**src/rtl/run_seq_pkg.sv**
```systemverilog
// Shared types and constants for the matrix-engine batch sequencer.
//   state_e     : sequencer FSM states
//   ENG_*       : engine codes used on cur_eng / display_selection
//   eng_onehot  : engine code -> one-hot engine bit (0 for ENG_NONE)
package run_seq_pkg;

  typedef enum logic [2:0] {
    StIdle,
    StClear,
    StStart,
    StWait,
    StNext,
    StDone
  } state_e;

  localparam logic [1:0] ENG_NONE   = 2'd0;
  localparam logic [1:0] ENG_SINGLE = 2'd1;
  localparam logic [1:0] ENG_2BY2   = 2'd2;
  localparam logic [1:0] ENG_3BY3   = 2'd3;

  function automatic logic [2:0] eng_onehot(input logic [1:0] eng);
    logic [2:0] oh;
    oh = 3'b000;
    case (eng)
      ENG_SINGLE: oh = 3'b001;
      ENG_2BY2:   oh = 3'b010;
      ENG_3BY3:   oh = 3'b100;
      default:    oh = 3'b000;
    endcase
    return oh;
  endfunction

endpackage

```
**src/rtl/pending_picker.sv**
```systemverilog
// Lowest-set-bit priority encoder over the engine mask.
//   mask_i : engine mask (bit0 single, bit1 2x2, bit2 3x3)
//   eng_o  : engine code of the lowest set bit, ENG_NONE when mask is empty
module pending_picker
  import run_seq_pkg::*;
(
  input  logic [2:0] mask_i,
  output logic [1:0] eng_o
);

  always_comb begin
    eng_o = ENG_NONE;
    if (mask_i[0]) begin
      eng_o = ENG_SINGLE;
    end else if (mask_i[1]) begin
      eng_o = ENG_2BY2;
    end else if (mask_i[2]) begin
      eng_o = ENG_3BY3;
    end
  end

endmodule

```
**src/rtl/run_sequencer.sv**
```systemverilog
// Batch sequencer for the single-PE, 2x2 and 3x3 matrix-multiply engines.
// On go it runs each selected engine in turn (lowest index first): clear pulse,
// start pulse, then wait for that engine's done or a timeout, recording the
// WAIT-cycle count.
//   clk, rstb          : clock, synchronous active-low reset
//   go, abort          : batch request (IDLE only) / abandon batch (priority)
//   mode_mask          : engines to run, captured with go
//   eng_done           : per-engine done pulses
//   eng_start          : one-hot start pulse to the active engine
//   rst_engines        : clear pulse ahead of every start
//   busy, cur_eng      : not-IDLE flag, active engine code
//   display_selection  : last engine that completed by done
//   cycle_count        : WAIT-cycle count of the last completed run
//   batch_done         : end-of-batch pulse
//   timeout_err        : sticky timeout flag, cleared by an accepted go
module run_sequencer
  import run_seq_pkg::*;
#(
  parameter int unsigned CNT_W   = 8,
  parameter int unsigned TIMEOUT = 200
) (
  input  logic             clk,
  input  logic             rstb,
  input  logic             go,
  input  logic             abort,
  input  logic [2:0]       mode_mask,
  input  logic [2:0]       eng_done,
  output logic [2:0]       eng_start,
  output logic             rst_engines,
  output logic             busy,
  output logic [1:0]       cur_eng,
  output logic [1:0]       display_selection,
  output logic [CNT_W-1:0] cycle_count,
  output logic             batch_done,
  output logic             timeout_err
);

  localparam logic [CNT_W-1:0] TimeoutVal = CNT_W'(TIMEOUT);
  localparam logic [CNT_W-1:0] CntMax     = {CNT_W{1'b1}};

  state_e           state_q, state_d;
  logic [2:0]       pending_q, pending_d;
  logic [CNT_W-1:0] cnt_q, cnt_d;
  logic [1:0]       cur_eng_q, cur_eng_d;
  logic [1:0]       disp_q, disp_d;
  logic [CNT_W-1:0] cycle_count_q, cycle_count_d;
  logic             timeout_err_q, timeout_err_d;
  logic [2:0]       eng_start_q, eng_start_d;
  logic             rst_engines_q, rst_engines_d;
  logic             busy_q, busy_d;
  logic             batch_done_q, batch_done_d;

  logic [2:0]       pick_mask;
  logic [1:0]       pick_eng;
  logic [2:0]       active_oh;
  logic             done_hit;
  logic [CNT_W-1:0] cnt_inc;

  // In IDLE the first engine comes straight from the incoming mask; afterwards
  // from what is still pending.
  assign pick_mask = (state_q == StIdle) ? mode_mask : pending_q;

  pending_picker u_picker (
    .mask_i (pick_mask),
    .eng_o  (pick_eng)
  );

  // Only the active engine's done bit is ever looked at.
  assign active_oh = eng_onehot(cur_eng_q);
  assign done_hit  = |(eng_done & active_oh);
  assign cnt_inc   = (cnt_q == CntMax) ? cnt_q : cnt_q + CNT_W'(1);

  always_comb begin
    state_d       = state_q;
    pending_d     = pending_q;
    cnt_d         = cnt_q;
    cur_eng_d     = cur_eng_q;
    disp_d        = disp_q;
    cycle_count_d = cycle_count_q;
    timeout_err_d = timeout_err_q;

    unique case (state_q)
      StIdle: begin
        if (go && !abort) begin
          timeout_err_d = 1'b0;
          if (mode_mask != 3'b000) begin
            pending_d = mode_mask;
            cur_eng_d = pick_eng;
            state_d   = StClear;
          end else begin
            state_d = StDone;
          end
        end
      end
      StClear: state_d = StStart;
      StStart: begin
        cnt_d   = '0;
        state_d = StWait;
      end
      StWait: begin
        cnt_d = cnt_inc;
        if (done_hit) begin
          cycle_count_d = cnt_inc;
          disp_d        = cur_eng_q;
          pending_d     = pending_q & ~active_oh;
          state_d       = StNext;
        end else if (cnt_inc == TimeoutVal) begin
          timeout_err_d = 1'b1;
          pending_d     = pending_q & ~active_oh;
          state_d       = StNext;
        end
      end
      StNext: begin
        cur_eng_d = pick_eng;
        state_d   = (pending_q != 3'b000) ? StClear : StDone;
      end
      StDone:  state_d = StIdle;
      default: state_d = StIdle;
    endcase

    // Abort overrides whatever the state logic decided, but leaves the result
    // registers as they were.
    if (abort && (state_q != StIdle)) begin
      state_d       = StIdle;
      cur_eng_d     = ENG_NONE;
      pending_d     = 3'b000;
      disp_d        = disp_q;
      cycle_count_d = cycle_count_q;
      timeout_err_d = timeout_err_q;
    end

    // Pulse outputs are registered copies of the next-state decode, so they
    // are high exactly while the FSM sits in the matching state.
    eng_start_d   = (state_d == StStart) ? eng_onehot(cur_eng_d) : 3'b000;
    rst_engines_d = (state_d == StClear);
    busy_d        = (state_d != StIdle);
    batch_done_d  = (state_d == StDone);
  end

  always_ff @(posedge clk) begin
    if (!rstb) begin
      state_q       <= StIdle;
      pending_q     <= 3'b000;
      cnt_q         <= '0;
      cur_eng_q     <= ENG_NONE;
      disp_q        <= ENG_NONE;
      cycle_count_q <= '0;
      timeout_err_q <= 1'b0;
      eng_start_q   <= 3'b000;
      rst_engines_q <= 1'b0;
      busy_q        <= 1'b0;
      batch_done_q  <= 1'b0;
    end else begin
      state_q       <= state_d;
      pending_q     <= pending_d;
      cnt_q         <= cnt_d;
      cur_eng_q     <= cur_eng_d;
      disp_q        <= disp_d;
      cycle_count_q <= cycle_count_d;
      timeout_err_q <= timeout_err_d;
      eng_start_q   <= eng_start_d;
      rst_engines_q <= rst_engines_d;
      busy_q        <= busy_d;
      batch_done_q  <= batch_done_d;
    end
  end

  assign eng_start         = eng_start_q;
  assign rst_engines       = rst_engines_q;
  assign busy              = busy_q;
  assign cur_eng           = cur_eng_q;
  assign display_selection = disp_q;
  assign cycle_count       = cycle_count_q;
  assign batch_done        = batch_done_q;
  assign timeout_err       = timeout_err_q;

endmodule
```
**config.mk**
```make
export PLATFORM = sky130hd
export DESIGN_NAME = run_sequencer
export DESIGN_NICKNAME = d
export VERILOG_FILES = /design/src/rtl/run_seq_pkg.sv /design/src/rtl/pending_picker.sv /design/src/rtl/run_sequencer.sv
export SDC_FILE = /design/constraint.sdc
export NUM_CORES = 1
export LEC_CHECK = 0
export ABC_AREA = 1
export BUFFER_PORTS_ARGS = -buffer_cell sky130_fd_sc_hd__buf_2
export CORE_ASPECT_RATIO = 1.1
export CORE_MARGIN = 2
export CORE_UTILIZATION = 45
export DETAILED_ROUTE_END_ITERATION = 12
export PLACE_DENSITY_LB_ADDON = 0.12
export SLEW_MARGIN = 10
export SYNTH_ARGS = -nofsm -noshare
export SYNTH_HDL_FRONTEND = slang
export SYNTH_HIERARCHICAL = 1
export SYNTH_SLANG_ARGS = --single-unit
```
**constraint.sdc**
```tcl
create_clock -name clk -period 1.9 [get_ports clk]
set_input_delay 0.57 -clock clk [delete_from_list [all_inputs] [get_ports clk]]
set_output_delay 0.57 -clock clk [all_outputs]
set_load 0.01 [all_outputs]
```
==> impl_metrics.tcl, run 1 <==
set metrics [dict create \
    ys_ff_latch 33 \
    grt_use_total_pct 20.23 \
    first_iter_violations 112 \
    dp_hpwl_um 3172 \
    htreeDepth 2 \
    drt-total-wl_um 4286 \
    syn_area_mm2 0.001734 \
    finalSetupTns_ns 0 \
    path_class "reg -> reg" \
    p_total_mw 1.557 \
    firstDrtPassIters 4 \
    fin_worst_skew_ns 0.007067 \
    clk_path_buf_depth 2 \
    yosys-top-cells-count "nand2_1, dfxtp_1, inv_1" \
    synth_area_leader_cell "dfxtp_1" \
    max-slew-margin-rel_pct 75.18 \
    rsz0062_at_grt "yes" \
    gp_congestion 0.8369 \
    path_max_fanout 4 \
    syn_avg_cell_area_um2 6.774 \
    cts_tree "built" \
    numCtsBuffers 5 \
    core-area_mm2 0.003684 \
    synth_cell_type_count 27 \
    fin_hold_ws_ns 0.5089 \
    critPathRequiredTime_ns 2.13 \
    cts_sinks 33 \
    vias_per_cell 4.954 \
    finalSetupViolations 0 \
    yosysSeqAreaShare_pct 38.10 \
    synth_most_common_cell "nand2_1" \
    synth_area_leaders "dfxtp_1, nand2_1, o21ai_0" \
    fmax_mhz 559.0 \
    grt_antenna_before_repair 0 \
    synthFlopType "dfxtp_1" \
    power_density_mw_per_mm2 712.5 \
    hold_buffers 0 \
    detail-route-antenna-nets 0 \
    endpoint_kind "flop" \
    hold_depth 2 \
    crit_arrival_ns 2.02 \
    num-nets-final 309 \
    initial_utilization_pct 47.08 \
    io_buffer_count 28 \
    drive_gt1_share_pct 29.43 \
    rows 23 \
    min_path_type "reg -> reg" \
    area_growth_pct 26.05 \
    vias 1729 \
    r2r_cells 13 \
    yosysTopAreaCellShare_pct 38.10 \
    wl_per_cell_um 12.28 \
    synth_edf_count 0 \
    status "finished, final reports clean" \
    die-area_mm2 0.004367 \
    min_period_ns 1.789 \
    syn_inst 256 \
    nFillCells 390 \
    ir_drop_v 0.0005009 \
    die_x_um 63.19 \
    die_h_um 69.11 \
    final_max_slew_viol_count 0 \
    maxCapViolCount 0 \
    grt.overflow.total 0 \
    grt_max_degree 15 \
    cts-root-buf "clkbuf_8" \
    hold_viol 0 \
    clkTransAtPathRegs_ns 0.08 \
    clk_latency_ns 0.29 \
    drc 0 \
    min_period_over_period_pct 94.15 \
    syn_nets 267 \
    diodes 0 \
    ys_warn_count 6 \
    async_flop_share_pct 0 \
    grt_pass1_wl_um 6975 \
    leakagePower_nw 1.078 \
    io_pins 29 \
    worst_pin_slew_ns 0.3719 \
    grt_pass1_vias 1620 \
    startpoint_type "flop" \
]
==> cell families (layout without fill, tap and decap cells) <==
| kind of cell | Yosys count | in the layout | synth area share (%) |
|---|---|---|---|
| buffers and inverters | 40 | 82 | 9.379 |
| AO/OA/AOI/OAI | 54 | 54 | 16.59 |
| flip-flops | 33 | 33 | 38.10 |
| XOR/XNOR | 2 | 2 | 1.010 |
| adder cells (fa/ha/maj) | 1 | 1 | 0.7214 |
| AND/OR/NAND/NOR | 126 | 127 | 34.20 |
==> sequential cells by signal, summed over array words and instances, names as in the netlist <==
signal             cells
batch_done             1
timeout_err            1
cur_eng                2
busy                   1
pending_q              3
display_selection      2
cnt_q                  8
eng_start              3
cycle_count            8
state_q                3
rst_engines            1
==> final timing paths <==
kind	from	to	slack (ns)
worst max-delay path	cnt_q[1]	eng_start[2]	0.11
worst min-delay path	cnt_q[5]	cnt_q[5]	0.51
worst max register to register	cnt_q[1]	eng_start[2]	0.11
worst min register to register	cnt_q[5]	cnt_q[5]	0.51
==> layout make-up <==
type,count,area [um2],share of cell area (%)
clock inverter,3,17.52,0.8014
tap,50,62.56,2.862
clock buffer,5,68.82,3.148
timing repair buffer,39,222.7,10.19
sequential,33,666.9,30.51
inverter,35,133.9,6.125
multi-input combinational,184,1013,46.37
==> power by group <==
group	internal, mW	switching [mW]
combinational	0.100	0.192
clock	0.253	0.274
sequential	0.719	0.0190
total	1.07	0.485
==> routing by layer <==
metal | global-route usage [%] | vias to the layer above | part of all wire [%]
met5 | 0 | - | 0
met3 | 4.894 | 8 | 2.9
met2 | 36.76 | 26 | 54
li1 | - | 907 | -
met4 | 8.937 | 0 | 1.9
met1 | 21.98 | 788 | 41
==> worst max-delay path, cell delays in order (launching register included) <==
cell     delay (ns)
dfxtp_2        0.36
ha_4           0.17
nand3_4        0.09
inv_4          0.10
nand2_4        0.08
o21ai_4        0.19
nand2_2        0.09
nor2_4         0.13
nand2_4        0.07
nand3_4        0.08
nand2_2        0.07
nand2_4        0.09
nand3_4        0.10
nor2_4         0.12
==> cell usage in the layout, fill, tap and decap left out, drive strengths merged <==
cell / n
inv: 35
dfxtp: 33
clkinvlp: 1
o21ai: 27
o211a: 1
a31oi: 3
nand2: 67
a21oi: 21
nor4: 1
xor2: 2
nand4: 3
clkinv: 2
clkbuf: 5
nor2: 35
o21bai: 1
o211ai: 1
buf: 39
ha: 1
or2: 1
nand3: 20
==> timing repair <==
action / 4_1_cts / 5_1_grt
resized for setup: 1 / 29
pin swaps: 0 / 8
buffers inserted: 0 / 2
setup endpoints to repair: 2 / 13
gates cloned: 0 / 1
==> stage by stage <==
stage / setup slack, ns / utilization (%) / std cells / area (um2)
CTS: 0.02450 / 55.98 / 346 / 2062
global placement: -0.002752 / 53.57 / 338 / 1973
global route: -0.02871 / 59.34 / 349 / 2186
floorplan: 0.1961 / - / 256 / 1734
finish: 0.1112 / 59.34 / 349 / 2186
detailed placement: -0.003523 / 53.57 / 338 / 1973
Power figures use the tool's default switching activity.
==> inputs of run 2 (changes only) <==
--- a/config.mk
+++ b/config.mk
@@ -6,11 +6,11 @@
 export NUM_CORES = 1
 export LEC_CHECK = 0
 export ABC_AREA = 1
-export BUFFER_PORTS_ARGS = -buffer_cell sky130_fd_sc_hd__buf_2
 export CORE_ASPECT_RATIO = 1.1
 export CORE_MARGIN = 2
 export CORE_UTILIZATION = 45
 export DETAILED_ROUTE_END_ITERATION = 12
+export DONT_BUFFER_PORTS = 1
 export PLACE_DENSITY_LB_ADDON = 0.12
 export SLEW_MARGIN = 10
 export SYNTH_ARGS = -nofsm -noshare
==> impl_metrics.tcl, run 2 (synthesis gave the netlist of run 1 again) <==
set metrics [dict create \
    status "finished, final reports clean" \
    crit_family "simple AND/OR/NAND/NOR gates" \
    io_pins 29 \
    finalSetupTns_ns 0 \
    min_to "busy" \
    min_period_over_period_pct 96.38 \
    die-area_mm2 0.004367 \
    hold_viol 0 \
    gp_congestion 0.8751 \
    io_buffer_count 0 \
    min_period_ns 1.831 \
    p_switching_mw 0.4655 \
    num-nets-final 288 \
    min_from "rstb" \
    fin_worst_skew_ns 0.008484 \
    grt_pass1_vias 1520 \
    htreeDepth 2 \
    area_growth_pct 21.93 \
    grt_antenna_before_repair 0 \
    r2r_end "rst_engines" \
    drc 0 \
    r2r-start "cnt_q[1]" \
    vias_per_cell 5.098 \
    internal-power_mw 1.235 \
    r2r_slack_ns 0.07 \
    path_max_fanout 6 \
    clk_path_buf_depth 2 \
    grt_use_met3_pct 4.568 \
    fmax_mhz 546.1 \
    ir_drop_v 0.0004276 \
    numCtsBuffers 5 \
    combPwrFrac_pct 15.3 \
    cts_sinks 33 \
    final_common_cell "nand2_1" \
    globalRouteMet1Util_pct 21.25 \
    hold_buffers 0 \
    finalSetupViolations 0 \
    endpoint_kind "flop" \
    power.sequential.fraction_pct 44.0 \
    max_stage_delay_ns 0.36 \
    hold_depth 2 \
    clock_power_share_pct 40.6 \
    min_path_type "in -> reg" \
    top_usage_layer "met2" \
    cts_tree "built" \
    max-slew-margin-rel_pct 76.35 \
    layout_common_cells "nand2_1, inv_1, dfxtp_1, nor2_1, a21oi_1" \
    fin_area_mm2 0.002115 \
    preCtsSetupSlack_ns 0.006215 \
    grt_max_degree 20 \
    netSwitchingFraction_pct 27.37 \
    power_density_mw_per_mm2 804.2 \
    critPathBufInv 2 \
    maxCapViolCount 0 \
    die_h_um 69.11 \
    final_max_slew_viol_count 0 \
    grt_use_total_pct 19.88 \
    postLayoutCoreUtil_pct 57.40 \
    grt_pass1_wl_um 6810 \
    diodes 0 \
    dp_hpwl_um 3083 \
    die_x_um 63.19 \
    critPathRequiredTime_ns 2.09 \
    rsz0062_at_grt "yes" \
    leakagePower_nw 0.9599 \
    fin_hold_ws_ns 0.3756 \
    rows 23 \
    crit_start "cnt_q[1]" \
    vias 1672 \
    detail-route-antenna-nets 0 \
    startpoint_type "flop" \
    cts-root-buf "clkbuf_8" \
    drive_gt1_share_pct 24.10 \
    cp_common_cell "nand2_2" \
    layout_setup_ws_ns 0.06878 \
    r2r_cells 15 \
    cp_slowest_cell "dfxtp_2" \
    worst_pin_slew_ns 0.3543 \
    drt-total-wl_um 4346 \
    clkTransAtPathRegs_ns 0.07 \
    first_iter_violations 163 \
    grtUsageMet2_pct 36.41 \
    placed_area_mm2 0.001833 \
    core-area_mm2 0.003684 \
    clk_latency_ns 0.29 \
    crit_chain "ha_4, nand3_4, inv_4, nand2_4, buf_6, o21ai_4, nand2_1, nor2_2, nand2_2, nand2_2, nand2_4, nand2_4, nand2_2, nand2_2, nor2_1" \
    path_class "reg -> reg" \
    initial_utilization_pct 47.08 \
    wl_per_cell_um 13.25 \
    crit_arrival_ns 2.02 \
    grt.overflow.total 0 \
    firstDrtPassIters 4 \
]
run 2: cell types whose count changed in the layout (fill, tap and decap cells not counted), sizes merged:
cell | previous run | this run
buf | 39 | 19
clkbuf | 5 | 7
clkinv | 2 | 0
bufinv | 0 | 1
clkinvlp | 1 | 0
nand2 | 67 | 66
run 2: how the worst max path moves through the flow:
stage               slack (ns)           end  cells past startpoint
floorplan                 0.20          busy                     14
global placement         -0.01  eng_start[1]                     14
detailed placement       0.006   rst_engines                     15
CTS                       0.02  pending_q[0]                     14
global route             -0.09          busy                     16
finish                    0.07   rst_engines                     15
run 2: layout make-up:
type | instances | area, um2
Clock inverter | 1 | 30.03
Fill cell | 342 | 1569
Clock buffer | 7 | 86.33
Tap cell | 50 | 62.56
Inverter | 35 | 133.9
Multi-Input combinational cell | 183 | 988.4
Sequential cell | 33 | 666.9
Timing Repair Buffer | 19 | 146.4
run 2: power groups by stage:
| stage | Clock [mW] | Combinational, mW | Sequential (mW) |
|---|---|---|---|
| after floorplan | 0 | 0.180 | 0.758 |
| after global placement | 0 | 0.242 | 0.764 |
| after detailed placement | 0 | 0.241 | 0.764 |
| after CTS | 0.699 | 0.244 | 0.748 |
| after global routing | 0.730 | 0.294 | 0.752 |
| final | 0.691 | 0.261 | 0.748 |
run 2: repair_timing:
action | CTS | global route
pin swaps | 0 | 9
buffers inserted | 0 | 10
gates resized for setup | 1 | 33
endpoints found under the setup margin | 3 | 12
endpoints found under the hold margin | 0 | 0
run 2: metal layers:
layer / wire length [um] / share of wire, %
met5: 0 / 0
met4: 122 / 2.8
met3: 143 / 3.3
met2: 2303 / 53
met1: 1776 / 41
run 2: stage by stage:
step,power (mW),cells
global placement,1.005,310
floorplan,0.9378,256
global route,1.775,328
CTS,1.691,318
finish,1.700,328
detailed placement,1.005,310
==> inputs of run 3 (changes only) <==
--- a/config.mk
+++ b/config.mk
@@ -8,7 +8,7 @@
 export ABC_AREA = 1
 export CORE_ASPECT_RATIO = 1.1
 export CORE_MARGIN = 2
-export CORE_UTILIZATION = 45
+export CORE_UTILIZATION = 60
 export DETAILED_ROUTE_END_ITERATION = 12
 export DONT_BUFFER_PORTS = 1
 export PLACE_DENSITY_LB_ADDON = 0.12
==> impl_metrics.tcl, run 3 (synthesis gave the netlist of run 1 again) <==
set metrics [dict create \
    firstDrtPassIters 4 \
    cp_slowest_cell "dfxtp_2" \
    hold_buffers 0 \
    cts_sinks 33 \
    startpoint_type "flop" \
    nFillCells 223 \
    met3_length_um 158 \
    p_total_mw 1.422 \
    diodes 0 \
    rows 20 \
    detail-route-antenna-nets 0 \
    grt.overflow.total 0 \
    io_buffer_count 0 \
    vias_per_cell 5.390 \
    ir_drop_v 0.0006421 \
    power_density_mw_per_mm2 711.3 \
    leakagePower_nw 0.8866 \
    clk_latency_ns 0.35 \
    grt_pass1_wl_um 6693 \
    critPathRequiredTime_ns 2.15 \
    top_layer "met4" \
    core-area_mm2 0.002753 \
    clkTransAtPathRegs_ns 0.11 \
    io_pins 29 \
    min_path_type "in -> reg" \
    final_common_cell "nand2_1" \
    regArea_um2 668.1 \
    maxCapViolCount 0 \
    cp_common_cell "nand2_4" \
    hold_viol 0 \
    numCtsBuffers 5 \
    fin_hold_ws_ns 0.3316 \
    cts_tree "built" \
    max_stage_delay_ns 0.36 \
    layout_common_cells "nand2_1, inv_1, nor2_1, dfxtp_1, o21ai_0" \
    die_h_um 60.39 \
    grt_pass1_vias 1515 \
    m1WireLength_um 1682 \
    final_max_slew_viol_count 0 \
    r2r_cells 12 \
    endpoint_kind "flop" \
    cts-root-buf "clkbuf_4" \
    fmax_mhz 535.3 \
    grt_use_total_pct 25.70 \
    multi_input_area_mm2 0.001001 \
    initial_utilization_pct 63.00 \
    drive_gt1_share_pct 23.16 \
    drc 0 \
    min_period_over_period_pct 98.33 \
    dp_hpwl_um 2989 \
    placed_area_mm2 0.001789 \
    vias 1644 \
    worst_pin_slew_ns 0.3600 \
    hold_depth 2 \
    status "finished, final reports clean" \
    die-area_mm2 0.003337 \
    path_class "reg -> reg" \
    path_max_fanout 5 \
    crit_chain "ha_4, buf_4, xor2_1, nor2_1, nand2_1, nor2_4, nand2_4, nand2_4, nand2_4, buf_4, a21oi_2, nor2_1" \
    first_iter_violations 66 \
    postLayoutCoreUtil_pct 72.64 \
    max-slew-margin-rel_pct 75.94 \
    finalSetupTns_ns 0 \
    grt_max_degree 20 \
    fin_worst_skew_ns 0.01602 \
    area_growth_pct 15.30 \
    rsz0062_at_grt "yes" \
    dp_cells 290 \
    fin_area_mm2 0.001999 \
    finalNonFillerCells 305 \
    wl_met2_um 2247 \
    drt-total-wl_um 4232 \
    finalSetupViolations 0 \
    grt_antenna_before_repair 0 \
    layout_setup_ws_ns 0.03173 \
    gp_congestion 0.9383 \
    wl_per_cell_um 13.88 \
    htreeDepth 2 \
    crit_arrival_ns 2.12 \
    min_period_ns 1.868 \
    die_x_um 55.26 \
    num-nets-final 282 \
    preCtsSetupSlack_ns 0.002087 \
    clk_path_buf_depth 2 \
]
## run 3: final timing paths
check           start           end  slack [ns]
min              rstb          busy        0.33
max reg2reg  cnt_q[1]  pending_q[0]        0.03
max          cnt_q[1]  pending_q[0]        0.03
min reg2reg  cnt_q[4]      cnt_q[4]        0.52
## run 3: final cells by class
cell class	instances	share of cell area [%]
multi-input cells	183	50.06
flip-flops and latches	33	33.42
inverters	35	6.571
repair buffers	13	4.881
well taps	33	2.065
clock buffers	5	1.877
clock inverters	3	1.126
## run 3: power by group
group	internal (mW)	switching [mW]
clock network	0.143	0.266
registers	0.720	0.0285
logic	0.0884	0.177
total	0.951	0.471
## run 3: worst max-delay path: cells and delay by family, from the launching register on
kind | cells | cell delay, ns
XOR/XNOR | 1 | 0.14
buffers and inverters | 2 | 0.27
flip-flops | 1 | 0.36
AND/OR/NAND/NOR | 7 | 0.71
adder cells (fa/ha/maj) | 1 | 0.18
AO/OA/AOI/OAI | 1 | 0.10
## run 3: per-layer routing
layer,track usage (%),vias up
met5,0,-
met4,13.24,0
met3,6.610,14
met2,45.41,40
met1,29.33,736
li1,-,854
## run 3: what timing repair did
item	CTS	global route
endpoints found under the hold margin	0	0
resized for setup	1	31
setup buffers	0	7
cloned	0	0
pin swaps	0	7
setup endpoints to repair	4	13
